**src/rtl/ram_arb_pkg.sv**
```systemverilog
// rtl/ram_arb_pkg.sv - shared defaults and port-select encoding for the RAM port arbiter
package ram_arb_pkg;

  localparam int NREQ_DEF = 4;
  localparam int AW_DEF   = 5;
  localparam int DW_DEF   = 8;

  // Which physical RAM port a granted access was steered to.
  typedef enum logic {
    PORT_A = 1'b0,
    PORT_B = 1'b1
  } port_e;

endpackage

```
**src/rtl/ram_port_arbiter_if.sv**
```systemverilog
// rtl/ram_port_arbiter_if.sv - requester and dual-port RAM bus bundle for the arbiter
interface ram_port_arbiter_if
  import ram_arb_pkg::*;
#(
  parameter int NREQ = NREQ_DEF,
  parameter int AW   = AW_DEF,
  parameter int DW   = DW_DEF
);

  // Requester side
  logic [NREQ-1:0]    req;
  logic [NREQ-1:0]    we;
  logic [NREQ*AW-1:0] addr;
  logic [NREQ*DW-1:0] wdata;
  logic [NREQ-1:0]    gnt;
  logic [NREQ-1:0]    rvalid;
  logic [NREQ*DW-1:0] rdata;

  // RAM side
  logic [AW-1:0]      ram_addr_a;
  logic [AW-1:0]      ram_addr_b;
  logic [DW-1:0]      ram_data_a;
  logic [DW-1:0]      ram_data_b;
  logic               ram_wr_a;
  logic               ram_wr_b;
  logic [DW-1:0]      ram_q_a;
  logic [DW-1:0]      ram_q_b;

  // Arbiter view
  modport slave (
    input  req, we, addr, wdata, ram_q_a, ram_q_b,
    output gnt, rvalid, rdata,
    output ram_addr_a, ram_addr_b, ram_data_a, ram_data_b, ram_wr_a, ram_wr_b
  );

  // Requesters plus RAM model view
  modport master (
    output req, we, addr, wdata, ram_q_a, ram_q_b,
    input  gnt, rvalid, rdata,
    input  ram_addr_a, ram_addr_b, ram_data_a, ram_data_b, ram_wr_a, ram_wr_b
  );

endinterface

```
**src/rtl/ram_port_arbiter_rr_pick.sv**
```systemverilog
// rtl/ram_port_arbiter_rr_pick.sv - rotating first-set search with optional excluded index
module rr_pick
  import ram_arb_pkg::*;
#(
  parameter int NREQ = NREQ_DEF,
  parameter int IW   = $clog2(NREQ)
) (
  input  logic [NREQ-1:0] mask_i,
  input  logic [IW-1:0]   ptr_i,
  input  logic            excl_en_i,
  input  logic [IW-1:0]   excl_i,
  output logic            found_o,
  output logic [IW-1:0]   idx_o
);

  logic [IW:0]   sum;
  logic [IW-1:0] cand;

  // Walk the mask starting at ptr_i, wrapping at NREQ, and keep the first hit.
  always_comb begin
    found_o = 1'b0;
    idx_o   = '0;
    sum     = '0;
    cand    = '0;
    for (int k = 0; k < NREQ; k++) begin
      sum  = {1'b0, ptr_i} + (IW+1)'(k);
      cand = (sum >= (IW+1)'(NREQ)) ? IW'(sum - (IW+1)'(NREQ)) : sum[IW-1:0];
      if (!found_o && mask_i[cand] && !(excl_en_i && (cand == excl_i))) begin
        found_o = 1'b1;
        idx_o   = cand;
      end
    end
  end

endmodule

```
**src/rtl/ram_port_arbiter.sv**
```systemverilog
// rtl/ram_port_arbiter.sv - round-robin arbiter mapping NREQ requesters onto a dual-port RAM
module ram_port_arbiter
  import ram_arb_pkg::*;
#(
  parameter int NREQ = NREQ_DEF,
  parameter int AW   = AW_DEF,
  parameter int DW   = DW_DEF
) (
  input  logic                clk,
  input  logic                reset,
  ram_port_arbiter_if.slave   bus,
  output logic [7:0]          conflict_cnt_o
);

  localparam int IW = $clog2(NREQ);

  // Who owns each RAM port's read data on the following cycle.
  typedef struct packed {
    logic          valid;
    logic [IW-1:0] idx;
    port_e         port;
  } own_t;

  function automatic logic [IW-1:0] inc_wrap(input logic [IW-1:0] v);
    return (v == IW'(NREQ - 1)) ? '0 : v + IW'(1);
  endfunction

  logic [IW-1:0]      rr_ptr_q, rr_ptr_d;
  own_t               own_a_q, own_a_d, own_b_q, own_b_d;
  logic [7:0]         cnt_q, cnt_d;
  logic [NREQ*DW-1:0] rdata_q, rdata_d;

  logic               found_a, found_b;
  logic [IW-1:0]      idx_a, idx_b, ptr_b;
  logic [AW-1:0]      addr_a_c, addr_b_c;
  logic [DW-1:0]      wdata_a_c, wdata_b_c;
  logic               we_a_c, we_b_c;
  logic               collide, grant_a, grant_b;

  assign ptr_b = inc_wrap(idx_a);

  rr_pick #(.NREQ(NREQ), .IW(IW)) u_pick_a (
    .mask_i    (bus.req),
    .ptr_i     (rr_ptr_q),
    .excl_en_i (1'b0),
    .excl_i    ('0),
    .found_o   (found_a),
    .idx_o     (idx_a)
  );

  rr_pick #(.NREQ(NREQ), .IW(IW)) u_pick_b (
    .mask_i    (bus.req),
    .ptr_i     (ptr_b),
    .excl_en_i (found_a),
    .excl_i    (idx_a),
    .found_o   (found_b),
    .idx_o     (idx_b)
  );

  // Fetch both candidates' operands and decide whether port B must defer.
  always_comb begin
    addr_a_c  = bus.addr[idx_a*AW +: AW];
    addr_b_c  = bus.addr[idx_b*AW +: AW];
    wdata_a_c = bus.wdata[idx_a*DW +: DW];
    wdata_b_c = bus.wdata[idx_b*DW +: DW];
    we_a_c    = bus.we[idx_a];
    we_b_c    = bus.we[idx_b];
    collide   = found_a && found_b && (addr_a_c == addr_b_c) && (we_a_c || we_b_c);
    grant_a   = found_a && !reset;
    grant_b   = found_b && !collide && !reset;
  end

  // Drive grants and both RAM ports; an idle port is held at all zeros.
  always_comb begin
    bus.gnt        = '0;
    bus.ram_addr_a = '0;
    bus.ram_data_a = '0;
    bus.ram_wr_a   = 1'b0;
    bus.ram_addr_b = '0;
    bus.ram_data_b = '0;
    bus.ram_wr_b   = 1'b0;
    if (grant_a) begin
      bus.gnt[idx_a] = 1'b1;
      bus.ram_addr_a = addr_a_c;
      bus.ram_data_a = we_a_c ? wdata_a_c : '0;
      bus.ram_wr_a   = we_a_c;
    end
    if (grant_b) begin
      bus.gnt[idx_b] = 1'b1;
      bus.ram_addr_b = addr_b_c;
      bus.ram_data_b = we_b_c ? wdata_b_c : '0;
      bus.ram_wr_b   = we_b_c;
    end
  end

  // Next pointer, port ownership for granted reads, and the collision counter.
  always_comb begin
    rr_ptr_d = rr_ptr_q;
    own_a_d  = '0;
    own_b_d  = '0;
    cnt_d    = cnt_q;
    if (grant_b) begin
      rr_ptr_d = inc_wrap(idx_b);
    end else if (grant_a) begin
      rr_ptr_d = inc_wrap(idx_a);
    end
    if (grant_a && !we_a_c) begin
      own_a_d = '{valid: 1'b1, idx: idx_a, port: PORT_A};
    end
    if (grant_b && !we_b_c) begin
      own_b_d = '{valid: 1'b1, idx: idx_b, port: PORT_B};
    end
    if (collide && !reset && (cnt_q != 8'hFF)) begin
      cnt_d = cnt_q + 8'd1;
    end
  end

  // Route last cycle's RAM read data back to its owner; other slices hold.
  always_comb begin
    bus.rvalid = '0;
    rdata_d    = rdata_q;
    if (!reset && own_a_q.valid) begin
      bus.rvalid[own_a_q.idx] = 1'b1;
      rdata_d[own_a_q.idx*DW +: DW] = (own_a_q.port == PORT_A) ? bus.ram_q_a : bus.ram_q_b;
    end
    if (!reset && own_b_q.valid) begin
      bus.rvalid[own_b_q.idx] = 1'b1;
      rdata_d[own_b_q.idx*DW +: DW] = (own_b_q.port == PORT_A) ? bus.ram_q_a : bus.ram_q_b;
    end
    bus.rdata = rdata_d;
  end

  assign conflict_cnt_o = cnt_q;

  // State registers with synchronous active-high reset.
  always_ff @(posedge clk) begin
    if (reset) begin
      rr_ptr_q <= '0;
      own_a_q  <= '0;
      own_b_q  <= '0;
      cnt_q    <= '0;
      rdata_q  <= '0;
    end else begin
      rr_ptr_q <= rr_ptr_d;
      own_a_q  <= own_a_d;
      own_b_q  <= own_b_d;
      cnt_q    <= cnt_d;
      rdata_q  <= rdata_d;
    end
  end

endmodule

```
**src/flat_wrapper.sv**
```systemverilog
// flat-port wrapper written by rule: the top's interface ports become plain ports
module ram_port_arbiter_flat import ram_arb_pkg::*;
#(
  parameter int NREQ = NREQ_DEF,
  parameter int AW   = AW_DEF,
  parameter int DW   = DW_DEF
)
  (clk, reset, conflict_cnt_o, bus_req, bus_we, bus_addr, bus_wdata, bus_ram_q_a, bus_ram_q_b, bus_gnt, bus_rvalid, bus_rdata, bus_ram_addr_a, bus_ram_addr_b, bus_ram_data_a, bus_ram_data_b, bus_ram_wr_a, bus_ram_wr_b);
  ram_port_arbiter_if #(.NREQ(NREQ), .AW(AW), .DW(DW)) bus_i ();
  input  logic clk;
  input  logic reset;
  output logic [7:0] conflict_cnt_o;
  input wire logic [$bits(bus_i.req)-1:0] bus_req;
  input wire logic [$bits(bus_i.we)-1:0] bus_we;
  input wire logic [$bits(bus_i.addr)-1:0] bus_addr;
  input wire logic [$bits(bus_i.wdata)-1:0] bus_wdata;
  input wire logic [$bits(bus_i.ram_q_a)-1:0] bus_ram_q_a;
  input wire logic [$bits(bus_i.ram_q_b)-1:0] bus_ram_q_b;
  output wire logic [$bits(bus_i.gnt)-1:0] bus_gnt;
  output wire logic [$bits(bus_i.rvalid)-1:0] bus_rvalid;
  output wire logic [$bits(bus_i.rdata)-1:0] bus_rdata;
  output wire logic [$bits(bus_i.ram_addr_a)-1:0] bus_ram_addr_a;
  output wire logic [$bits(bus_i.ram_addr_b)-1:0] bus_ram_addr_b;
  output wire logic [$bits(bus_i.ram_data_a)-1:0] bus_ram_data_a;
  output wire logic [$bits(bus_i.ram_data_b)-1:0] bus_ram_data_b;
  output wire logic [$bits(bus_i.ram_wr_a)-1:0] bus_ram_wr_a;
  output wire logic [$bits(bus_i.ram_wr_b)-1:0] bus_ram_wr_b;
  assign bus_i.req = bus_req;
  assign bus_i.we = bus_we;
  assign bus_i.addr = bus_addr;
  assign bus_i.wdata = bus_wdata;
  assign bus_i.ram_q_a = bus_ram_q_a;
  assign bus_i.ram_q_b = bus_ram_q_b;
  assign bus_gnt = bus_i.gnt;
  assign bus_rvalid = bus_i.rvalid;
  assign bus_rdata = bus_i.rdata;
  assign bus_ram_addr_a = bus_i.ram_addr_a;
  assign bus_ram_addr_b = bus_i.ram_addr_b;
  assign bus_ram_data_a = bus_i.ram_data_a;
  assign bus_ram_data_b = bus_i.ram_data_b;
  assign bus_ram_wr_a = bus_i.ram_wr_a;
  assign bus_ram_wr_b = bus_i.ram_wr_b;
  ram_port_arbiter #(.NREQ(NREQ), .AW(AW), .DW(DW)) u_core (.clk(clk), .reset(reset), .bus(bus_i), .conflict_cnt_o(conflict_cnt_o));
endmodule
```
**config.mk**
```make
export PLATFORM = sky130hd
export DESIGN_NAME = ram_port_arbiter_flat
export DESIGN_NICKNAME = d
export VERILOG_FILES = /design/src/rtl/ram_arb_pkg.sv /design/src/rtl/ram_port_arbiter_if.sv /design/src/rtl/ram_port_arbiter_rr_pick.sv /design/src/rtl/ram_port_arbiter.sv /design/src/flat_wrapper.sv
export SDC_FILE = /design/constraint.sdc
export NUM_CORES = 1
export LEC_CHECK = 0
export BUFFER_PORTS_ARGS = -buffer_cell sky130_fd_sc_hd__buf_2
export CAP_MARGIN = 15
export CORE_MARGIN = 2
export CORE_UTILIZATION = 50
export DETAILED_ROUTE_END_ITERATION = 10
export GPL_TIMING_DRIVEN = 0
export PLACE_DENSITY = 0.82
export SLEW_MARGIN = 10
export SYNTH_ARGS = -nofsm -noshare
export SYNTH_HDL_FRONTEND = slang
export SYNTH_HIERARCHICAL = 1
export SYNTH_SLANG_ARGS = --single-unit
```
**constraint.sdc**
```tcl
create_clock -name clk -period 9.8 [get_ports clk]
set_clock_uncertainty 0.2 [all_clocks]
set_input_delay 1.96 -clock clk [delete_from_list [all_inputs] [get_ports clk]]
set_output_delay 1.96 -clock clk [all_outputs]
set_load 0.05 [all_outputs]
```
; ---- Word level (Yosys, flattened, before mapping)
; Cells that the tools add are included.
[word_totals]
out_inout_bits = 76
input_bits = 78
register_bits = 50
[op_classes]
mux = 76
bitwise = 4
eq_ne = 8
reduce_logical = 48
add_sub_neg = 19
shift = 8
multipliers = 2
n_lt_le_gt_ge = 24
[ops]
columns = operator, count
row1 = $neg 5->34, 2
row2 = $shift 8x34->32 const A, 2
row3 = $shiftx 8x34->32, 2
row4 = $bwmux 32, 2
row5 = $mux 32, 2
row6 = $shiftx 32x6->8, 2
row7 = $mux 8, 6
row8 = $mux 2, 20
row9 = $shiftx 20x6->5, 2
row10 = $lt 2x3->1 const B, 12
row11 = $logic_and 1x1->1, 30
row12 = $mux 1, 24
row13 = $mux 4, 6
row14 = $bmux 1 s2, 10
row15 = $ge 3x3->1 const B, 6
row16 = $sub 2x1->2 const B, 8
row17 = $logic_not 1->1, 14
row18 = $add 2x2->3 const B, 4
row19 = $mul 2x3->5 const B, 2
row20 = $mux 5, 2
row21 = $add 8x1->8 const B, 1
row22 = $demux 1 s2, 4
row23 = $eq 2x2->1, 4
row24 = $ge 2x1->1 const B, 4
row25 = 11 further kinds, 18

; ---- Logic depth before layout (Yosys ltp)
[logic_depth]
ltp_word = 46
ltp_mapped = 17

; ---- Modules after synthesis
; Netlist, hierarchy kept.
[by_module_without_submodules]
columns = mod, n_inst, area_each_um2, cells_per_inst
row1 = ram_port_arbiter, 1, 3570.9, 359
row2 = rr_pick, 2, 158.9, 21

; ---- Worst setup path before layout
; OpenSTA, ideal clock, no wires.
[synth_timing]
path_kind = input to output
from = in bus_req[0]
to = out bus_gnt[0]
path_stages = 17
arrival_time_ps = 6741
slack_ps = 899
path_buffers = 4
path_cell_list = or3b_2 o22ai_1 a211oi_1 buf_2 buf_1 inv_1 ha_1 nand2_1 o211ai_1 a211oi_1 buf_2 mux4_2 xor2_1 nor4_4 a21oi_1 buf_2 a22o_1
[synth_between]
elab_chain_cells = 42
elab_cells_between_ends = 108
classes_between = 8 x add/sub / 2 x mul / 8 x order compare / 6 x eq/ne / 2 x shift / 47 x mux / 1 x bitwise / 34 x reduce/logical
[synth_rtl]
columns = element, line_no
row1 = "start, declared", flat_wrapper.sv:13  ; input wire logic [$bits(bus_i.req)-1:0] bus_req;
row2 = $bmux 1 s2, ram_port_arbiter_rr_pick.sv:28  ; if (!found_o && mask_i[cand] && !(excl_en_i && (cand == excl_i))) begin
row3 = $mux 1 (not written as such), ram_port_arbiter_rr_pick.sv:28
row4 = $mux 1, ram_port_arbiter_rr_pick.sv:28
row5 = $logic_not 1->1, ram_port_arbiter_rr_pick.sv:28
row6 = $logic_and 1x1->1, ram_port_arbiter_rr_pick.sv:28
row7 = $mux 1, ram_port_arbiter_rr_pick.sv:28
row8 = $logic_not 1->1, ram_port_arbiter_rr_pick.sv:28
row9 = $logic_and 1x1->1, ram_port_arbiter_rr_pick.sv:28
row10 = [... 4 more ...], n/a
row11 = net u_core.idx_a[0], ram_port_arbiter.sv:34  ; logic [IW-1:0] idx_a, idx_b, ptr_b;
row12 = [... 2 more ...], n/a
row13 = net u_core.ptr_b[1], ram_port_arbiter.sv:34
row14 = [... 19 more ...], n/a
row15 = net u_core.idx_b[0], ram_port_arbiter.sv:34
row16 = $mul 2x3->5, ram_port_arbiter.sv:63  ; addr_b_c = bus.addr[idx_b*AW +: AW];
row17 = $shiftx 20x6->5, ram_port_arbiter.sv:63
row18 = $eq 5x5->1, ram_port_arbiter.sv:68  ; collide = found_a && found_b && (addr_a_c == addr_b_c) && (we_a_c || we_b_c);
row19 = $logic_and 1x1->1 (2 in series), ram_port_arbiter.sv:68
row20 = $logic_not 1->1, ram_port_arbiter.sv:70  ; grant_b = found_b && !collide && !reset;
row21 = $logic_and 1x1->1 (2 in series), ram_port_arbiter.sv:70
row22 = $mux 4 *, ram_port_arbiter.sv:88  ; if (grant_b) begin
row23 = "end, declared", flat_wrapper.sv:19  ; output wire logic [$bits(bus_i.gnt)-1:0] bus_gnt;
; Mark *: on every way through the listed nets, which the timed path passes. The select of a mux whose other input is x is not followed.

; ---- Worst setup path after layout
[layout_timing]
from = in bus_req[1]
to = out bus_gnt[2]
; Same word-level chain as after synthesis.

==> metrics.csv <==
stage,metric,value,unit
run_status,outcome,completed,
clocking,cts_buffer_depth,2,
logic_synthesis,netlist_area,3890,sq um
clocking,cts.clk_slew.worst_paths,0.09,ns
layout,final_cells,674,
floorplanning,die_w,92.2,um
layout,post-route-util,64.5,%
drt,drt-vias-per-instance,6.05,
layout,fillers,687,
placed_design,pre_cts_ws,-0.276,ns
clocking,clock_latency,0.31,ns
global_route,met1_usage,33.3,%
logic_synthesis,synth_seq_area_share,24.7,%
pwr,comb_power_share,69.3,%
clocking,numClockSinks,48,
layout,area_delta_synth_final,26.8,%
worst_setup_path,end_kind,output port,
worst_setup_path,crit_fanout,10,
drt,wl_per_cell,17.9,um
drt,vias,4076,
worst_setup_path,cp-start-kind,primary input,
run,max_cap_violations,0,
pwr,p_int,0.536,mW
timing,rsz0062_at_grt,no,
global_route,grt_use_met3,4.85,%
logic_synthesis,syn_inst,401,
pwr,leakage,2.30,nW
timing,fmax,106,MHz
clocking,cts_tree,done,
layout,final_area,4930,sq um
placed_design,gp_congestion,0.901,
layout,drive_gt1_share,36.9,%
drt,firstDrtPassIters,5,
global_route,grt_max_degree,14,
logic_synthesis,ys_types,49,
pwr,power.switching,0.576,mW
global_route,grt.overflow.total,0,
timing,finalSetupViolations,0,
logic_synthesis,synth-edff-count,0,
global_route,grtUsageTotal,28.2,%
clocking,root_buffer,clkbuf_8,
drt,ant_nets,0,
drt,drt_iter0_markers,242,
logic_synthesis,async_reset_ff_share,0,%
clocking,numCtsBuffers,5,
placed_design,detailed_place_hpwl,9240,um
pwr,switching_share,51.8,%
placed_design,dp_cells,667,
timing,timing.final.crit_share,96.1,%
worst_setup_path,arrival,7.26,ns
timing,slew_violations,0,
floorplanning,die_y,92.2,um
timing,hold_viol,0,
logic_synthesis,synth_area_per_cell,9.70,sq um
drt,drcViolationCount,0,
floorplanning,rows,32,
timing,finalSetupTns,0,ns
timing,period_needed,9.42,ns
global_route,grt_pass1_wl,19200,um
placed_design,portBuffers,153,
worst_setup_path,criticalPathCategory,in -> out,
floorplanning,initial_core_util,50.9,%
pwr,peakVddDrop,0.000180,V
placed_design,placed_area,4840,sq um
floorplanning,dieArea,8500,sq um
layout,antennaDiodeCount,0,
clocking,htreeDepth,2,
timing,relSlewSlack,40.6,%
timing,setup_slack,0.379,ns
worst_setup_path,critPathRequiredTime,7.64,ns
floorplanning,io_pins,154,
floorplanning,coreArea,7650,sq um
logic_synthesis,synth_ff_type,dfxtp_1,
global_route,use_met2,49.5,%
layout,layout.nets,672,
global_route,antenna_found_initial,0,
hold_path,hold_class,reg -> reg,
pwr,pwr-share-clk,10.3,%
pwr,p_per_area,226,nW/um^2
logic_synthesis,ys_ff_latch,48,
timing,tightestPinTransition,0.889,ns
pwr,p_seq_share,20.4,%
drt,wl,12100,um
global_route,grt_pass1_vias,4042,
global_route,grt-busiest-layer,met2,
logic_synthesis,ys_warn_count,6,
==> kinds of logic after synthesis <==
logic type,Yosys count,share of synthesized area (%)
and+or+nand+nor,146,23.9
xor gates and xnor gates,5,1.13
DFF,48,24.7
muxes,48,21.5
buffers and inverters,37,3.73
AOI/OAI and AO/OA,94,17.9
other,1,0.0964
adders and majority gates,22,7.08
==> power by group through the flow <==
stage	combinational, mW	sequential (mW)	clock [mW]
after detailed placement	0.761	0.231	0
final	0.771	0.227	0.115
after floorplan	0.596	0.229	0
after global routing	0.823	0.229	0.124
after CTS	0.767	0.227	0.116
after global placement	0.746	0.229	0
==> layout by cell type (no fill, tap or decap), types with 3 or more instances in the layout <==
| cell type | netlist | routed |
|---|---|---|
| nor2b_1 | 41 | 41 |
| clkbuf_1 | 17 | 17 |
| and2_1 | 16 | 16 |
| ha_1 | 22 | 22 |
| o22ai_1 | 34 | 34 |
| nand2b_1 | 9 | 9 |
| and3_1 | 20 | 20 |
| dfxtp_1 | 48 | 48 |
| mux2_1 | 3 | 3 |
| nor4b_2 | 2 | 3 |
| clkbuf_8 | 0 | 5 |
| nand4_1 | 6 | 6 |
| buf_2 | 5 | 158 |
| xor2_1 | 5 | 5 |
| nand2_1 | 15 | 15 |
| conb_1 | 1 | 12 |
| nand3b_1 | 8 | 8 |
| nor3_1 | 3 | 3 |
| a22oi_1 | 33 | 33 |
| a22o_1 | 4 | 4 |
| o211ai_1 | 3 | 3 |
| mux2i_1 | 17 | 17 |
| nand3_1 | 6 | 6 |
| nor2_1 | 6 | 6 |
| mux4_2 | 28 | 28 |
| inv_1 | 11 | 11 |
| o2bb2ai_1 | 4 | 4 |
==> synthesized netlist by cell type, drive strengths merged (4+ instances only) <==
cell type | instances | area [sq um]
nand4 | 6 | 37.5
and3 | 20 | 125
mux4 | 28 | 631
and2 | 17 | 106
buf | 8 | 36.3
o2bb2ai | 4 | 35.0
inv | 12 | 45.0
mux2i | 17 | 170
nand3 | 7 | 40.0
a22oi | 33 | 248
nand2 | 15 | 56.3
nand3b | 8 | 60.1
nand2b | 9 | 56.3
a22o | 4 | 35.0
xor2 | 5 | 43.8
dfxtp | 48 | 961
o22ai | 34 | 213
ha | 22 | 275
nor2b | 41 | 257
clkbuf | 17 | 63.8
nor2 | 6 | 22.5
==> final cells by class <==
| class | instances | area [sq um] | share of cell area [%] |
|---|---|---|---|
| Clock buffer | 6 | 72.6 | 1.47 |
| Multi-Input combinational cell | 327 | 2850 | 57.8 |
| Sequential cell | 48 | 961 | 19.5 |
| Inverter | 12 | 45.0 | 0.914 |
| Buffer | 24 | 97.6 | 1.98 |
| Tap cell | 102 | 128 | 2.59 |
| Timing Repair Buffer | 154 | 773 | 15.7 |
| Clock inverter | 1 | 5.00 | 0.102 |
==> critical path, stage by stage <==
cell       delay [ns]
buf_2            0.17
nor2b_1          0.15
o2bb2ai_1        0.14
a311oi_2         0.53
clkbuf_1         0.40
clkbuf_2         0.34
inv_1            0.10
ha_1             0.38
nand2_1          0.12
o211ai_1         0.09
a211oi_1         0.42
buf_2            0.36
mux4_2           0.56
xor2_1           0.16
nor2_1           0.52
a21oi_1          0.19
buf_2            0.23
a22o_1           0.21
buf_2            0.22
==> path summary, 6_finish.rpt <==
path / from / end / slack, ns / cells past startpoint
min reg2reg: u_core/conflict_cnt_o[7] / u_core/conflict_cnt_o[7] / 0.31 / 1
min: u_core/conflict_cnt_o[7] / u_core/conflict_cnt_o[7] / 0.31 / 1
max reg2reg: u_core/rr_ptr_q[1] / u_core/own_b_q[2] / 4.20 / 17
max: bus_req[1] / bus_gnt[2] / 0.38 / 19
==> repair_timing <==
action,CTS,global route
hold buffers,0,0
gates resized for setup,2,2
setup endpoints to repair,18,18
pin swaps,0,1
setup buffers,0,1
==> per-layer routing <==
| metal | part of all wire, % | wire, um |
|---|---|---|
| met5 | 0 | 0 |
| met4 | 3.5 | 428 |
| met3 | 8.3 | 999 |
| met2 | 50 | 6050 |
| met1 | 38 | 4580 |
==> metrics by stage <==
stage | power [mW] | hold WS [ns]
3_3_place_gp | 0.975 | 0.275
4_1_cts | 1.11 | 0.321
6_report | 1.11 | 0.314
5_1_grt | 1.18 | 0.339
2_1_floorplan | 0.825 | 0.393
3_5_place_dp | 0.992 | 0.303
==> state kept, by name (all words and copies together), names as in the netlist <==
register and cells:
u_core/conflict_cnt_o 8, u_core/own_a_q 3, u_core/own_b_q 3, u_core/rdata_q 32, u_core/rr_ptr_q 2
No activity file was read; power rests on OpenSTA's default activity.
